<file path="src/rtl/csa_resolve_seq_if.sv">
// csa_resolve_seq_if
// Bundles the operand-side and result-side handshakes of csa_resolve_seq.
//   in_valid/in_ready   : operand handshake (sum_vec, carry_vec)
//   out_valid/out_ready : result handshake (result)
//   busy                : resolver is in ADD or DONE
// Handshake rule (both sides): a transfer happens on a rising clock edge
// where valid and ready are both high. A source holding valid keeps its
// data stable until that edge; ready may be high without valid.
// modport master: the producer/consumer side (drives operands, out_ready).
// modport slave : the resolver itself.
interface csa_resolve_seq_if #(
    parameter int WIDTH = 16
) ();
    logic             in_valid;
    logic             in_ready;
    logic [WIDTH-1:0] sum_vec;
    logic [WIDTH-1:0] carry_vec;
    logic             out_valid;
    logic             out_ready;
    logic [WIDTH+1:0] result;
    logic             busy;

    modport master (
        output in_valid, sum_vec, carry_vec, out_ready,
        input  in_ready, out_valid, result, busy
    );

    modport slave (
        input  in_valid, sum_vec, carry_vec, out_ready,
        output in_ready, out_valid, result, busy
    );
endinterface

</file>
<file path="src/rtl/csa_resolve_seq.sv">
// csa_resolve_seq
// Sequential carry-save resolver: turns a sum row and a carry row from a
// compressor tree into a plain binary value, result = sum_vec + 2*carry_vec,
// by rippling CHUNK bits per clock instead of one wide carry-propagate add.
// Ports:
//   clk       : clock, all state changes on the rising edge
//   rst_n     : synchronous active-low reset
//   bus       : csa_resolve_seq_if.slave (operand/result handshakes, busy)
//   dbg_state : current FSM state (0 IDLE, 1 ADD, 2 DONE)
// Latency: result valid N edges after the accepting edge,
// N = ceil((WIDTH+2)/CHUNK).
module csa_resolve_seq #(
    parameter int WIDTH = 16,
    parameter int CHUNK = 4
) (
    input  logic                clk,
    input  logic                rst_n,
    csa_resolve_seq_if.slave    bus,
    output logic [1:0]          dbg_state
);
    localparam int RW = WIDTH + 2;                   // exact result width
    localparam int N  = (RW + CHUNK - 1) / CHUNK;    // ADD cycles
    localparam int CW = (N > 1) ? $clog2(N) : 1;

    typedef enum logic [1:0] {
        IDLE = 2'd0,
        ADD  = 2'd1,
        DONE = 2'd2
    } state_t;

    state_t          state_q, state_d;
    logic [RW-1:0]   a_q, a_d;
    logic [RW-1:0]   b_q, b_d;
    logic [RW-1:0]   res_q, res_d;
    logic [CW-1:0]   cnt_q, cnt_d;
    logic            c_q, c_d;

    logic [CHUNK-1:0] a_chunk;
    logic [CHUNK-1:0] b_chunk;
    logic [CHUNK:0]   chunk_sum;
    logic [RW-1:0]    chunk_placed;

    always_ff @(posedge clk) begin
        if (!rst_n) begin
            state_q <= IDLE;
            a_q     <= '0;
            b_q     <= '0;
            res_q   <= '0;
            cnt_q   <= '0;
            c_q     <= 1'b0;
        end else begin
            state_q <= state_d;
            a_q     <= a_d;
            b_q     <= b_d;
            res_q   <= res_d;
            cnt_q   <= cnt_d;
            c_q     <= c_d;
        end
    end

    always_comb begin
        state_d = state_q;
        a_d     = a_q;
        b_d     = b_q;
        res_d   = res_q;
        cnt_d   = cnt_q;
        c_d     = c_q;

        // Operands are stored only RW bits wide: the padding of the last
        // chunk reads as zeros shifted in, and any bits of the chunk sum that
        // land above RW fall off the placement shift.
        a_chunk      = CHUNK'(a_q >> (cnt_q * CHUNK));
        b_chunk      = CHUNK'(b_q >> (cnt_q * CHUNK));
        chunk_sum    = {1'b0, a_chunk} + {1'b0, b_chunk} + {{CHUNK{1'b0}}, c_q};
        chunk_placed = RW'(chunk_sum[CHUNK-1:0]) << (cnt_q * CHUNK);

        case (state_q)
            IDLE: begin
                if (bus.in_valid && bus.in_ready) begin
                    a_d     = RW'(bus.sum_vec);
                    b_d     = RW'({bus.carry_vec, 1'b0});
                    res_d   = '0;
                    cnt_d   = '0;
                    c_d     = 1'b0;
                    state_d = ADD;
                end
            end
            ADD: begin
                // res starts at zero and chunks never overlap, so OR-ing the
                // freshly resolved chunk into place is an exact write.
                res_d = res_q | chunk_placed;
                c_d   = chunk_sum[CHUNK];
                if (cnt_q == CW'(N - 1)) begin
                    cnt_d   = '0;
                    state_d = DONE;
                end else begin
                    cnt_d = cnt_q + CW'(1);
                end
            end
            DONE: begin
                if (bus.out_ready) begin
                    state_d = IDLE;
                end
            end
            default: begin
                state_d = IDLE;
            end
        endcase
    end

    // in_ready is gated by rst_n so nothing is accepted while reset is held.
    assign bus.in_ready  = (state_q == IDLE) && rst_n;
    assign bus.out_valid = (state_q == DONE);
    assign bus.busy      = (state_q != IDLE);
    assign bus.result    = res_q;
    assign dbg_state     = state_q;
endmodule

</file>
<file path="src/flat_wrapper.sv">
// flat-port wrapper written by rule: the top's interface ports become plain ports
module csa_resolve_seq_flat 
#(
    parameter int WIDTH = 16,
    parameter int CHUNK = 4
)
  (clk, rst_n, dbg_state, bus_in_valid, bus_sum_vec, bus_carry_vec, bus_out_ready, bus_in_ready, bus_out_valid, bus_result, bus_busy);
  csa_resolve_seq_if #(.WIDTH(WIDTH)) bus_i ();
  input  logic clk;
  input  logic rst_n;
  output logic [1:0] dbg_state;
  input wire logic [$bits(bus_i.in_valid)-1:0] bus_in_valid;
  input wire logic [$bits(bus_i.sum_vec)-1:0] bus_sum_vec;
  input wire logic [$bits(bus_i.carry_vec)-1:0] bus_carry_vec;
  input wire logic [$bits(bus_i.out_ready)-1:0] bus_out_ready;
  output wire logic [$bits(bus_i.in_ready)-1:0] bus_in_ready;
  output wire logic [$bits(bus_i.out_valid)-1:0] bus_out_valid;
  output wire logic [$bits(bus_i.result)-1:0] bus_result;
  output wire logic [$bits(bus_i.busy)-1:0] bus_busy;
  assign bus_i.in_valid = bus_in_valid;
  assign bus_i.sum_vec = bus_sum_vec;
  assign bus_i.carry_vec = bus_carry_vec;
  assign bus_i.out_ready = bus_out_ready;
  assign bus_in_ready = bus_i.in_ready;
  assign bus_out_valid = bus_i.out_valid;
  assign bus_result = bus_i.result;
  assign bus_busy = bus_i.busy;
  csa_resolve_seq #(.WIDTH(WIDTH), .CHUNK(CHUNK)) u_core (.clk(clk), .rst_n(rst_n), .bus(bus_i), .dbg_state(dbg_state));
endmodule
</file>
<file path="config.mk">
export PLATFORM = sky130hd
export DESIGN_NAME = csa_resolve_seq_flat
export DESIGN_NICKNAME = d
export VERILOG_FILES = /design/src/rtl/csa_resolve_seq_if.sv /design/src/rtl/csa_resolve_seq.sv /design/src/flat_wrapper.sv
export SDC_FILE = /design/constraint.sdc
export NUM_CORES = 1
export LEC_CHECK = 0
export ABC_AREA = 0
export CAP_MARGIN = 30
export CORE_UTILIZATION = 53
export CTS_BUF_LIST = sky130_fd_sc_hd__clkbuf_4 sky130_fd_sc_hd__clkbuf_8 sky130_fd_sc_hd__clkbuf_16
export DETAILED_ROUTE_END_ITERATION = 7
export GPL_ROUTABILITY_DRIVEN = 0
export PLACE_DENSITY = 0.84
export SLEW_MARGIN = 20
export SYNTH_ARGS = -nofsm -noshare
export SYNTH_HDL_FRONTEND = slang
export SYNTH_SLANG_ARGS = --single-unit
</file>
<file path="constraint.sdc">
create_clock -name clk -period 7.9 [get_ports clk]
set_clock_uncertainty 0.15 [all_clocks]
set_input_delay 1.58 -clock clk [delete_from_list [all_inputs] [get_ports clk]]
set_output_delay 1.58 -clock clk [all_outputs]
set_load 0.03 [all_outputs]
</file>
# Yosys cells after proc, flatten, opt, wreduce, memory -nomap -nowiden
# Cells that the tools add are included.
[totals]
regBits = 56
word_cells = 38
inputBits = 36
[classes]
shift = 3
eq_ne = 6
addsub = 3
n_mux = 11
reduce_logical = 8
n_bitwise = 1
[ops]
columns = ["operator", "n"]
rows = [
  ["$pmux W18 S2", 1],
  ["$mux W18", 1],
  ["$or A18 B18 Y18", 1],
  ["$shl A4 B5 Y18", 1],
  ["$shr A17 B5 Y4", 1],
  ["$shr A16 B5 Y4", 1],
  ["$mux W2", 3],
  ["$mux W3", 2],
  ["$pmux W2 S3", 1],
  ["$pmux W3 S2", 1],
  ["$add A4 B4 Y5", 1],
  ["$add A5 B1 Y5", 1],
  ["$ne A2 B1 Y1 const B", 2],
  ["$reduce_and A2 Y1", 2],
  ["$reduce_bool A2 Y1", 2],
  ["$add A3 B1 Y3 const B", 1],
  ["$eq A3 B3 Y1 const B", 1],
  ["$reduce_and A3 Y1", 1],
  ["$eq A2 B1 Y1 const B", 1],
  ["$eq A2 B2 Y1 const B", 1],
  ["$logic_and A1 B1 Y1", 2],
  ["$logic_not A2 Y1", 1],
  ["$ne A2 B2 Y1 const B", 1],
  ["$pmux W1 S2", 1],
  ["$mux W1", 1],
]

# Longest topological paths before layout
# Gate-level depths: netlist of run 1.
[logic_depth]
depth_word = 6
mapped_depth = 10
mapped_depth_nobuf = 8

# Worst setup path before layout of run 1
# OpenSTA, ideal clock, no wires.
[synth_timing]
path_type = "input -> output"
startpoint = "input rst_n"
endpoint = "output bus_in_ready"
required_time_ns = 6.170
path_buffers = 1
arrival_ns = 2.277
setup_slack_ns = 3.893
stages = 3
cell_sequence = "buf_2 > inv_1 > nor2_1"
[synth_via]
elab_chain_len = 1
[synth_rtl]
columns = ["item", "line", "source"]
rows = [
  ["from (decl)", "flat_wrapper.sv:10", "input logic rst_n;"],
  ["$logic_and A1 B1 Y1", "csa_resolve_seq.sv:112", "assign bus.in_ready = (state_q == IDLE) && rst_n;"],
  ["to (decl)", "flat_wrapper.sv:16", "output wire logic [$bits(bus_i.in_ready)-1:0] bus_in_ready;"],
]
# No other way between the ends.

# Worst setup path in the final report of run 1
# Same ends and word-level chain as after synthesis.

==> results of run 1 <==
-- kinds of logic after synthesis --
family,Yosys count,share of synthesized area
AOI/OAI and AO/OA,35,0.1016
xor gates and xnor gates,1,0.003420
adders and majority gates,7,0.04006
buffers and inverters,28,0.06155
DFF,56,0.4377
muxes,8,0.06546
and+or+nand+nor,153,0.2902
-- critical path, delay by kind of cell --
family        cells  cell delay [ns]
simple gates      1             0.14
buf+inv           4             1.74
-- sequential cells by signal, indices dropped and copies added (netlist names) --
| name | count |
|---|---|
| u_core.a_q | 16 |
| u_core.b_q | 16 |
| u_core.bus.result | 18 |
| u_core.c_q | 1 |
| u_core.cnt_q | 3 |
| u_core.dbg_state | 2 |
-- final cells by class --
type | instances | area, um2
Clock buffer | 7 | 96.34
Multi-Input combinational cell | 204 | 1282
Tap cell | 52 | 65.06
Timing Repair Buffer | 62 | 618.1
Sequential cell | 56 | 1121
Inverter | 5 | 18.77
Fill cell | 336 | 1303
-- routing by layer --
metal	vias to the layer above	share of wire	GRT usage
met5	-	0	0
met4	0	0.019	0.08932
met3	14	0.050	0.04923
met2	72	0.50	0.4201
met1	1034	0.43	0.2955
li1	1091	-	-
-- worst max-delay path by stage --
stage,start,endpoint,slack [ns],depth (start not counted)
detailed placement,rst_n,bus_in_ready,2.73,5
floorplan,rst_n,bus_in_ready,3.89,3
CTS,rst_n,bus_in_ready,2.73,5
global placement,rst_n,bus_in_ready,2.74,5
global route,rst_n,bus_in_ready,2.59,5
finish,rst_n,bus_in_ready,2.71,5
-- cell usage after synthesis (2+ instances only) --
cell       count
nand2_1       66
dfxtp_1       56
nand3_1       40
nor2_1        18
nor2b_1       12
a31oi_1       10
clkbuf_1       8
buf_2          7
mux4_2         7
buf_4          5
ha_1           5
inv_1          5
a21oi_1        4
a41oi_1        4
nand4_1        4
o2111ai_1      4
o211ai_1       4
a21o_1         2
a2bb2oi_1      2
fa_1           2
nand2b_1       2
-- per-stage QoR --
step | std cells | worst slack [ns] | hold WS [ns] | utilization
floorplan | 288 | 3.893 | 0.2808 | -
global placement | 378 | 2.741 | 0.2903 | 0.6861
detailed placement | 379 | 2.733 | 0.2941 | 0.6894
CTS | 386 | 2.726 | 0.3080 | 0.7108
global route | 386 | 2.592 | 0.3234 | 0.7108
finish | 386 | 2.714 | 0.3066 | 0.7108
-- report_power, final --
group	switching, W	internal [W]	total [W]
clock	0.0000861	0.0000783	0.000164
sequential	0.00000901	0.000297	0.000306
combinational	0.0000506	0.0000457	0.0000963
total	0.000146	0.000421	0.000566
==> key figures, run 1 <==
Layout
  • Post-route cell area: roughly 0.0032 mm2
  • Most common cell after layout, fill and taps aside: nand2_1
  • Final #Nets: 377
  • Most frequent cells in the layout: nand2_1 (66), clkdlybuf4s50_1 (58), dfxtp_1 (56)
  • ANT cells: 0
  • Share of cells above drive strength 1: 0.06886
  • P&R area growth vs syn: 25.01%

Worst setup path
  • Critical Path AT: 3.46 ns
  • Worst Setup End Kind: output port
  • R2R setup slack: 4.79 ns
  • Setup CP Type: in -> out
  • Setup crit start kind: input pin
  • CP Data Required Time: approximately 6 ns
  • CP most frequent cell: clkdlybuf4s50_1
  • Reg2reg end: u_core.bus.result[14]$_SDFFE_PN0P_
  • Worst reg2reg path depth: 7
  • Slowest stage cell, crit path: clkdlybuf4s50_1
  • Slowest stage delay, CP: roughly 0.68 ns
  • Crit-path cells: clkdlybuf4s50_1, buf_4, inv_1, nor2_1, clkdlybuf4s50_1
  • Max FO, Critical Path: 46
  • Worst r2r src: u_core.cnt_q[1]$_SDFFE_PN0P_

Clock network
  • CTS max path bufs: 2
  • Post-CTS Setup Inserts: 0
  • CTS Hold Bufs: 0
  • CTS tree: built
  • Clock Sinks: 56
  • Total CTS buffers: 5
  • H-tree depth: 2
  • Clock Latency Late Sink: ~0.3 ns
  • PostCTS Resize Cnt: 0
  • Clock root buffer: clkbuf_8
  • Clk slew on worst S/H paths: about 0.09 ns

Yosys
  • Post-synthesis cell area: around 0.0026 mm2
  • Prevailing post-synth register cell: dfxtp_1
  • Largest area contributor in the netlist: dfxtp_1
  • Async S/R FF share, synth: 0
  • Ranking of synthesized cells by area: dfxtp_1 (44%), nand2_1 (9.7%), nand3_1 (7.8%), mux4_2 (6.2%), nor2b_1 (2.9%)
  • Distinct cells, synth: 42
  • Mapped Cells: 288
  • Synth top area share: 0.4377
  • Sequential area share after synthesis: 0.4377
  • Yosys reg bits: 56
  • Ys Warns: 0
  • Number of synthesized flops with an enable pin: 0
  • Syn avg cell area: just under 9 um2
  • Synth Net Count: 331

Route
  • Final routed DRC violation total: 0
  • Vias post-DR: around 2,200
  • Post-DRT Antenna Nets: 0
  • Initial DRC Count: approximately 190
  • Post-DR wirelength/cell: 14.65 um
  • Routed wire length: around 5.7 mm
  • Avg Vias per Cell: around 5.7
  • Drt pass-1 iters: 4

Timing
  • Slew Limit Fails: 0
  • Setup TNS: 0 ns
  • RSZ-0062 raised after global routing: no
  • Tcrit/Tclk final: 0.6564
  • Relative slew slack: 0.4837
  • Fmax: a little under 200 MHz
  • Final Setup Violations: 0
  • Final-report hold violation count: 0
  • Slew @ Worst Pin: slightly below 0.8 ns
  • Period minus WS final: just over 5 ns

Floorplanning
  • Die area: 0.005114 mm2
  • CORE AREA: about 0.0045 mm2
  • Die height: around 72 um
  • Initial Util: 0.5686
  • FP Rows: 24
  • I/O pin cnt: a little under 60
  • Die Wd: between 70 and 80 um

Hold path
  • Hold Crit Start: u_core.b_q[11]$_SDFFE_PN0P_
  • Hold endpoint: u_core.b_q[11]$_SDFFE_PN0P_
  • HP Class: reg -> reg
  • Worst hold path cell count: 2

Power
  • Peak supply drop: about 120 uV
  • Design Power: between 0.0005 and 0.0006 W
  • Pwr dens: between 150 and 200 mW/mm2
  • P_leak: around 1.3 nW

Global routing
  • Initial antenna violation count: 0
  • GR Util All Layers: 0.2408
  • Gr ovfl total: 0
  • Pin count of the biggest net entering global routing: 47
  • Vias in the first global route: around 2,200
  • Global-route wire length before repair: 9.653 mm

Place
  • Dpl hpwl: roughly 3.9 mm
  • Post-place instance area: about 0.0031 mm2
  • Port bufs: 58

Run
  • Max-Cap Viols: 0

Run status
  • Outcome: completed
Power figures use the tool's default switching activity.
==> inputs of run 2 (changes only) <==
CORE_UTILIZATION = 50   (was 53)
PLACE_DENSITY = 0.8   (was 0.84)
clock period = 5.3 ns   (was 7.9 ns; I/O delays follow)
==> key figures, run 2 (synthesis results as in run 1) <==
Floorplanning
  • Die area: 0.005413 mm2
  • FP Rows: 25
  • I/O pin cnt: 59
  • Initial Util: 0.5317
  • Die Wd: 73.57 um
  • Die height: ~74 um
  • CORE AREA: 0.004817 mm2

Place
  • Post-place instance area: 0.003124 mm2
  • Port bufs: a little under 60
  • Dpl hpwl: 3.742 mm

Worst setup path
  • CP Data Required Time: ~4.1 ns
  • Worst setup path start: rst_n
  • Worst Setup End Kind: output port
  • Slowest stage delay, CP: about 0.67 ns
  • Worst r2r src: u_core.cnt_q[0]$_SDFFE_PN0P_
  • Buf/Inv on CP: 3
  • Critical Path AT: between 2 and 2.5 ns
  • Crit-path cells: clkdlybuf4s50_1, inv_1, nor2_1, clkdlybuf4s50_1
  • Setup crit start kind: input pin
  • Critical Path Sink: bus_in_ready
  • Max FO, Critical Path: 5
  • CP delay by family, top: buffers and inverters
  • Worst reg2reg path depth: 8
  • Slowest stage cell, crit path: clkdlybuf4s50_1
  • Setup CP Type: in -> out
  • R2R setup slack: just over 2 ns
  • CP most frequent cell: clkdlybuf4s50_1
  • Reg2reg end: u_core.bus.result[14]$_SDFFE_PN0P_
  • Worst path depth: 4

Route
  • Drt pass-1 iters: 5
  • Post-DR wirelength/cell: around 13 um
  • Avg Vias per Cell: between 5 and 6
  • Final routed DRC violation total: 0
  • Initial DRC Count: about 210
  • Vias post-DR: 2,144
  • Post-DRT Antenna Nets: 0
  • Routed wire length: between 5 and 6 mm

Timing
  • RSZ-0062 raised after global routing: no
  • Final Setup Violations: 0
  • Period minus WS final: between 3 and 4 ns
  • Relative slew slack: 0.4856
  • Slew Limit Fails: 0
  • Slew @ Worst Pin: between 0.7 and 0.8 ns
  • Fmax: 273.8 MHz
  • Setup TNS: 0 ns
  • Final-report hold violation count: 0
  • Tcrit/Tclk final: 0.6890
  • Final hold slack: ~0.31 ns

Run
  • Max-Cap Viols: 0

Global routing
  • Gr ovfl total: 0
  • Initial antenna violation count: 0
  • Global-route wire length before repair: roughly 9 mm
  • Pin count of the biggest net entering global routing: 46
  • Vias in the first global route: between 1,500 and 2,000
  • GR Util All Layers: 0.2159

Layout
  • P&R area growth vs syn: 25.84%
  • Fillers: roughly 420
  • Most common cell after layout, fill and taps aside: nand2_1
  • Most frequent cells in the layout: nand2_1 (66), clkdlybuf4s50_1 (58), dfxtp_1 (56)
  • Final #Nets: ~380
  • Share of cells above drive strength 1: 0.06607
  • Max reg flops: 18
  • Final Core Density: 0.6691
  • Post-route cell area: between 0.003 and 0.004 mm2
  • ANT cells: 0

Clock network
  • CTS Hold Bufs: 0
  • Post-CTS Setup Inserts: 0
  • PostCTS Resize Cnt: 0
  • CTS tree: built
  • Clock root buffer: clkbuf_8
  • Clock Sinks: 56
  • CTS max path bufs: 2
  • Total CTS buffers: 5
  • Clk slew on worst S/H paths: roughly 0.090 ns
  • H-tree depth: 2
  • Clock Latency Late Sink: approximately 0.31 ns

Power
  • Peak supply drop: roughly 180 uV
  • Pwr dens: between 200 and 300 mW/mm2
  • P_leak: around 1.3 nW
  • Design Power: ~0.00086 W

Run status
  • Outcome: completed

Hold path
  • HP Class: reg -> reg
-- run 2: cell count changes in the layout (fill, tap and decap cells not counted), sizes merged --
cell and change:
clkbuf -2, bufinv +1
-- run 2: layout make-up --
class / count / area [um2] / area share
Inverter: 5 / 18.77 / 0.005823
Tap cell: 67 / 83.83 / 0.02601
Clock inverter: 1 / 30.03 / 0.009317
Sequential cell: 56 / 1121 / 0.3478
Multi-Input combinational cell: 204 / 1282 / 0.3979
Timing Repair Buffer: 62 / 618.1 / 0.1918
Clock buffer: 5 / 68.82 / 0.02135
-- run 2: metrics by stage --
| step | setup slack (ns) | cells |
|---|---|---|
| CTS | 1.649 | 400 |
| global route | 1.569 | 400 |
| detailed placement | 1.649 | 394 |
| finish | 1.648 | 400 |
| floorplan | 2.333 | 288 |
| global placement | 1.641 | 393 |
-- run 2: how the worst min path moves through the flow --
| stage | startpoint | endpoint | slack [ns] | cells past startpoint |
|---|---|---|---|---|
| floorplan | u_core.a_q[10]$_SDFFE_PN0P_ | u_core.a_q[10]$_SDFFE_PN0P_ | 0.28 | 2 |
| global placement | u_core.b_q[13]$_SDFFE_PN0P_ | u_core.b_q[13]$_SDFFE_PN0P_ | 0.29 | 2 |
| detailed placement | u_core.b_q[13]$_SDFFE_PN0P_ | u_core.b_q[13]$_SDFFE_PN0P_ | 0.29 | 2 |
| CTS | u_core.a_q[8]$_SDFFE_PN0P_ | u_core.a_q[8]$_SDFFE_PN0P_ | 0.31 | 2 |
| global route | u_core.b_q[15]$_SDFFE_PN0P_ | u_core.b_q[15]$_SDFFE_PN0P_ | 0.32 | 2 |
| finish | u_core.a_q[8]$_SDFFE_PN0P_ | u_core.a_q[8]$_SDFFE_PN0P_ | 0.31 | 2 |
-- run 2: worst min-delay path: stages (launching register included) --
cell     delay (ns)
dfxtp_1        0.32
nand3_1        0.06
nand2_1        0.04
-- run 2: report_power, final --
group	leakage, nW	internal, W	switching [W]
combinational	0.828	0.0000678	0.0000709
sequential	0.458	0.000442	0.0000152
clock	0.0501	0.000136	0.000127
total	1.34	0.000646	0.000213
-- run 2: per-layer routing --
layer,wire length [um],global-route usage,vias to the layer above
met4,51,0.06410,0
li1,-,-,1091
met5,0,0,-
met2,2595,0.3609,62
met3,251,0.04115,4
met1,2475,0.2832,987
